<file path="src/rtl/common_pkg.sv">
// common_pkg: scalar types shared across the pipeline
package common_pkg;
  typedef logic [63:0] u64;
endpackage

</file>
<file path="src/rtl/mdu_sched_pkg.sv">
// mdu_sched_pkg: M-extension op codes, scheduler states, widths and op decode helpers
package mdu_sched_pkg;
  import common_pkg::*;
  localparam int MDU_XLEN = 64;
  localparam int MDU_WLEN = 32;
  typedef enum logic [3:0] {MUL, MULW, DIV, DIVU, REM, REMU, DIVW, DIVUW, REMW, REMUW} mdu_op_t;
  typedef enum logic [1:0] {ST_IDLE, ST_MUL, ST_DIV, ST_DONE} mdu_state_t;
  function automatic logic op_is_w(input mdu_op_t o);
    return o inside {MULW, DIVW, DIVUW, REMW, REMUW};
  endfunction
  function automatic logic op_is_mul(input mdu_op_t o);
    return o inside {MUL, MULW};
  endfunction
  function automatic logic op_is_signed(input mdu_op_t o);
    return o inside {DIV, REM, DIVW, REMW};
  endfunction
  function automatic logic op_is_rem(input mdu_op_t o);
    return o inside {REM, REMU, REMW, REMUW};
  endfunction
  function automatic u64 sext_w(input u64 v);
    return {{32{v[31]}}, v[31:0]};
  endfunction
endpackage

</file>
<file path="src/rtl/mdu_div_core.sv">
// mdu_div_core: restoring divider on operand magnitudes, one quotient bit per step
// Ports: clk/reset; i_start latches i_a/i_b (i_signed, i_w select interpretation);
//        i_step retires one bit; o_q_nxt/o_r_nxt are magnitudes after the current step;
//        o_neg_q/o_neg_r tell the caller which results need negating.
module mdu_div_core
  import common_pkg::*;
  import mdu_sched_pkg::*;
(
  input  logic clk,
  input  logic reset,
  input  logic i_start,
  input  logic i_step,
  input  logic i_signed,
  input  logic i_w,
  input  u64   i_a,
  input  u64   i_b,
  output u64   o_q_nxt,
  output u64   o_r_nxt,
  output logic o_neg_q,
  output logic o_neg_r
);
  u64 r_rem, r_dvd, r_dvs;
  logic r_neg_q, r_neg_r;
  u64 w_ea, w_eb, w_ma, w_mb;
  logic w_sa, w_sb, w_qb;
  logic [64:0] w_sh, w_trial;
  assign w_ea = i_w ? (i_signed ? sext_w(i_a) : {32'b0, i_a[31:0]}) : i_a;
  assign w_eb = i_w ? (i_signed ? sext_w(i_b) : {32'b0, i_b[31:0]}) : i_b;
  assign w_sa = i_signed & w_ea[63];
  assign w_sb = i_signed & w_eb[63];
  assign w_ma = w_sa ? -w_ea : w_ea;
  assign w_mb = w_sb ? -w_eb : w_eb;
  // r_dvd shifts dividend bits out of the top while quotient bits enter at the bottom
  assign w_sh = {r_rem, r_dvd[63]};
  assign w_trial = w_sh - {1'b0, r_dvs};
  assign w_qb = ~w_trial[64];
  assign o_r_nxt = w_qb ? w_trial[63:0] : w_sh[63:0];
  assign o_q_nxt = {r_dvd[62:0], w_qb};
  assign o_neg_q = r_neg_q;
  assign o_neg_r = r_neg_r;
  always_ff @(posedge clk)
    if (reset) begin
      r_rem <= '0;
      r_dvd <= '0;
      r_dvs <= '0;
      r_neg_q <= 1'b0;
      r_neg_r <= 1'b0;
    end else if (i_start) begin
      r_rem <= '0;
      r_dvd <= i_w ? {w_ma[31:0], 32'b0} : w_ma;
      r_dvs <= w_mb;
      r_neg_q <= w_sa ^ w_sb;
      r_neg_r <= w_sa;
    end else if (i_step) begin
      r_rem <= o_r_nxt;
      r_dvd <= o_q_nxt;
    end
endmodule

</file>
<file path="src/rtl/mdu_sched.sv">
// mdu_sched: multi-cycle RV64 M-extension multiply/divide scheduler
// Ports: clk/reset; req_valid/req_ready/op/a/b request handshake; flush kills in-flight op;
//        resp_valid one-cycle pulse with result (held until next completion); busy = stall.
module mdu_sched
  import common_pkg::*;
  import mdu_sched_pkg::*;
(
  input  logic    clk,
  input  logic    reset,
  input  logic    req_valid,
  output logic    req_ready,
  input  mdu_op_t op,
  input  u64      a,
  input  u64      b,
  input  logic    flush,
  output logic    resp_valid,
  output u64      result,
  output logic    busy
);
  mdu_state_t r_state;
  mdu_op_t r_op;
  logic [6:0] r_cnt;
  u64 r_acc, r_mcand, r_mplier, r_result;
  logic w_accept, w_is_w, w_dz, w_ovf, w_special;
  u64 w_ea, w_eb, w_spec_res, w_acc_nxt, w_mul_res, w_q_nxt, w_r_nxt, w_q, w_r, w_dres, w_div_res;
  logic w_neg_q, w_neg_r;
  assign w_accept = req_valid & (r_state == ST_IDLE) & ~flush & ~reset;
  assign w_is_w = op_is_w(op);
  assign w_ea = w_is_w ? sext_w(a) : a;
  assign w_eb = w_is_w ? sext_w(b) : b;
  assign w_dz = w_eb == '0;
  assign w_ovf = op_is_signed(op) & (w_is_w ? (a[31:0] == 32'h8000_0000 && b[31:0] == '1)
                                            : (a == {1'b1, 63'b0} && b == '1));
  assign w_special = ~op_is_mul(op) & (w_dz | w_ovf);
  assign w_spec_res = w_dz ? (op_is_rem(op) ? w_ea : '1) : (op_is_rem(op) ? '0 : w_ea);
  assign w_acc_nxt = r_acc + (r_mplier[0] ? r_mcand : '0);
  assign w_mul_res = op_is_w(r_op) ? sext_w(w_acc_nxt) : w_acc_nxt;
  assign w_q = w_neg_q ? -w_q_nxt : w_q_nxt;
  assign w_r = w_neg_r ? -w_r_nxt : w_r_nxt;
  assign w_dres = op_is_rem(r_op) ? w_r : w_q;
  assign w_div_res = op_is_w(r_op) ? sext_w(w_dres) : w_dres;
  assign req_ready = r_state == ST_IDLE;
  assign busy = r_state != ST_IDLE;
  assign resp_valid = (r_state == ST_DONE) & ~flush & ~reset;
  assign result = r_result;
  mdu_div_core u_div (
    .clk      (clk),
    .reset    (reset),
    .i_start  (w_accept),
    .i_step   (r_state == ST_DIV),
    .i_signed (op_is_signed(op)),
    .i_w      (w_is_w),
    .i_a      (a),
    .i_b      (b),
    .o_q_nxt  (w_q_nxt),
    .o_r_nxt  (w_r_nxt),
    .o_neg_q  (w_neg_q),
    .o_neg_r  (w_neg_r)
  );
  always_ff @(posedge clk)
    if (reset) begin
      r_state <= ST_IDLE;
      r_op <= MUL;
      r_cnt <= '0;
      r_acc <= '0;
      r_mcand <= '0;
      r_mplier <= '0;
      r_result <= '0;
    end else if (flush) r_state <= ST_IDLE;
    else case (r_state)
      ST_IDLE: if (req_valid) begin
        r_op <= op;
        r_cnt <= w_is_w ? 7'(MDU_WLEN) : 7'(MDU_XLEN);
        r_acc <= '0;
        r_mcand <= w_is_w ? {32'b0, a[31:0]} : a;
        r_mplier <= w_is_w ? {32'b0, b[31:0]} : b;
        if (w_special) r_result <= w_spec_res;
        r_state <= op_is_mul(op) ? ST_MUL : w_special ? ST_DONE : ST_DIV;
      end
      ST_MUL: begin
        r_acc <= w_acc_nxt;
        r_mcand <= r_mcand << 1;
        r_mplier <= r_mplier >> 1;
        r_cnt <= r_cnt - 7'd1;
        if (r_cnt == 7'd1) begin
          r_result <= w_mul_res;
          r_state <= ST_DONE;
        end
      end
      ST_DIV: begin
        r_cnt <= r_cnt - 7'd1;
        if (r_cnt == 7'd1) begin
          r_result <= w_div_res;
          r_state <= ST_DONE;
        end
      end
      default: r_state <= ST_IDLE;
    endcase
endmodule

</file>
<file path="config.mk">
export PLATFORM = sky130hd
export DESIGN_NAME = mdu_sched
export DESIGN_NICKNAME = d
export VERILOG_FILES = /design/src/rtl/common_pkg.sv /design/src/rtl/mdu_sched_pkg.sv /design/src/rtl/mdu_div_core.sv /design/src/rtl/mdu_sched.sv
export SDC_FILE = /design/constraint.sdc
export NUM_CORES = 2
export LEC_CHECK = 0
export ABC_AREA = 0
export CELL_PAD_IN_SITES_DETAIL_PLACEMENT = 0
export CELL_PAD_IN_SITES_GLOBAL_PLACEMENT = 1
export CORE_MARGIN = 2
export CORE_UTILIZATION = 41
export DETAILED_ROUTE_END_ITERATION = 10
export PLACE_DENSITY = 0.8
export SLEW_MARGIN = 20
export SYNTH_ARGS = -nofsm -noshare
export SYNTH_HDL_FRONTEND = slang
export SYNTH_SLANG_ARGS = --single-unit
</file>
<file path="constraint.sdc">
create_clock -name clk -period 6.8 [get_ports clk]
set_input_delay 2.04 -clock clk [delete_from_list [all_inputs] [get_ports clk]]
set_output_delay 2.04 -clock clk [all_outputs]
set_load 0.01 [all_outputs]
</file>
==> results.cfg <==
[setup_path]
worstPathMaxFanout = 6
criticalPathCategory = reg -> reg
cp_data_arrival_time_ps = 6910
crit_required_ps = 7350
start_kind = flop
endpoint_kind = flop

[global_route]
grt_max_degree = 145
antenna_found_initial = 7
grt_pass1_vias = 36800
grt_pass1_wl_um = 246000
grt_overflow_total = 0
grt_usage_pct = 34.6

[yosys]
async_reset_ff_share_pct = 0
synth_cell_type_count = 106
syn_nets = 5322
synth_enable_flop_cells = 0
ys_seq_area_share_pct = 25.1
synth_top_cell_by_area = dfxtp_1
synth_area_um2 = 36900
yosysWarnings = 0
ys_top_cells_by_count = nor2_1, nand2_1, dfxtp_1
synth_top_area_share_pct = 25.1
synthMostInstantiatedCell = nor2_1
ys.flop_type = dfxtp_1
syn_inst = 5046
synth_area_per_cell_um2 = 7.32
synth_seq_cells = 463
ys_top_cells_by_area = dfxtp_1, nor2_1, a21oi_1

[worst_hold_path]
hp-class = reg -> reg

[cts]
post_cts_resized = 0
insertion_delay_ps = 670
cts_setup_buffers = 0
cts.sinks = 463
cts_tree = built
clock-root-buffer = clkbuf_16
htree_levels = 2
cts.clk_slew.worst_paths_ps = 60
cts_hold_buf = 0
clockBufferDepth = 3
numCtsBuffers = 57

[detailed_routing]
via_count = 40600
remaining_drc_errors = 0
firstDrtPassIters = 8
wirelength_um = 167000
ant_nets = 0
vias_per_cell = 6.38
routedWlPerCell_um = 26.2
drtIter0Drc = 5203

[status]
outcome = complete, no violations

[final_layout]
drive_above_1_share_pct = 7.70
nets = 5411
syn2layout_area_growth_pct = 15.6

[floorplan]
initial_core_util_pct = 41.2
fp-row-count = 110
ioPinCount = 203
die_h_um = 304
dieArea_um2 = 92500
die_w_um = 304
core_um2 = 89600

[sta]
min_period_ps = 6360
tns_ps = 0
fin_crit_sh_pct = 93.5
skew_ps = 34.1
setup-violations-final = 0
clock.fmax_mhz = 157
tightest_slew_ps = 1080
maxSlewViolCount = 0
hold_violations = 0
relSlewSlack_pct = 27.6
rsz0062_at_grt = false

[flow_run]
max_cap_violations = 0

[power_and_ir_drop]
switchingPower_uw = 4770
pwr-share-seq_pct = 26.6
combPwrFrac_pct = 43.2
ir_drop_v = 0.000193
power.share.switching_pct = 42.2
power.internal_uw = 6530
p_per_area_nw_per_um2 = 265
leakage_uw = 0.0159
pwr-share-clk_pct = 30.2
power.total_uw = 11300

[place]
port_buffers = 202
gp_congestion = 1.02
dp_hpwl_um = 128000
==> logic make-up after synthesis <==
kind of cell | share of synthesized area (%)
AOI/OAI and AO/OA | 29.2
xor gates and xnor gates | 7.54
adders and majority gates | 5.24
buffers and inverters | 5.12
DFF | 25.1
muxes | 4.79
and+or+nand+nor | 23.0
==> cells in the final DEF (no fill, tap or decap), types with 154 or more instances in the layout <==
cell and n:
xor2_1 164, clkdlybuf4s50_1 201, o21ai_0 332, nor2_1 626, nand2_1 477, mux2i_1 169
dfxtp_1 460, a21oi_1 402, a211oi_1 196, buf_4 188, xnor2_1 154
==> metal layers <==
layer | track usage [%] | part of all wire (%) | vias up
met5 | 0 | 0.019 | -
met4 | 16.2 | 5.3 | 4
met3 | 6.67 | 10 | 330
met2 | 49.5 | 41 | 2063
met1 | 49.5 | 44 | 19400
li1 | - | - | 18800
==> per-stage QoR <==
| step | instances | hold slack (ps) | setup slack, ps | cell area [um^2] | util (%) |
|---|---|---|---|---|---|
| floorplan | 5046 | 432 | 14.4 | 36900 | - |
| global placement | 6252 | 449 | 294 | 40700 | 45.4 |
| detailed placement | 6252 | 453 | 114 | 40700 | 45.4 |
| CTS | 6358 | 463 | 547 | 42700 | 47.7 |
| global route | 6358 | 480 | 172 | 42700 | 47.7 |
| finish | 6360 | 461 | 440 | 42700 | 47.7 |
==> power by group through the flow <==
stage               Sequential (uW)  Clock, uW  Combinational, uW
floorplan                      3010          0               3090
global placement               3060          0               4730
detailed placement             3060          0               4720
CTS                            3000       3430               4750
global route                   3020       3540               5220
finish                         3010       3410               4890
==> worst max-delay path, stage by stage, from the launching register on <==
cell	delay, ps
dfxtp_1	340
inv_1	160
ha_1	300
fa_1	420
nand2b_1	210
a21oi_2	200
o21ai_2	150
a211oi_4	380
o2111ai_1	220
a21boi_2	270
nor2_4	60
inv_2	150
ha_1	200
nand2_1	60
or3_1	350
or4_1	550
or3_1	400
or3_1	490
or2_2	380
o21ai_0	210
xnor2_1	140
a222oi_1	300
o211ai_1	140
o2111a_1	160
==> state kept, by name, indices dropped and copies added (netlist names) <==
register       count
r_acc             64
r_cnt              7
r_mcand           64
r_mplier          64
r_op               4
r_state            2
result            64
u_div.o_neg_q      1
u_div.o_neg_r      1
u_div.r_dvd       64
u_div.r_dvs       64
u_div.r_rem       64
==> final cells by class <==
class | instances | area, um^2
Clock buffer | 77 | 1640
Inverter | 120 | 450
Fill cell | 9058 | 46900
Timing Repair Buffer | 395 | 3540
Multi-Input combinational cell | 4098 | 25900
Tap cell | 1176 | 1470
Sequential cell | 463 | 9270
Antenna cell | 2 | 5.00
Clock inverter | 29 | 412
==> worst paths after layout <==
kind	start	to	slack [ps]	cells after the start
max	u_div.r_dvd[63]	result[54]	440	23
min	r_acc[4]	r_acc[4]	460	2
max reg2reg	u_div.r_dvd[63]	result[54]	440	23
min reg2reg	r_acc[4]	r_acc[4]	460	2
(Power assumes the default switching activity.)
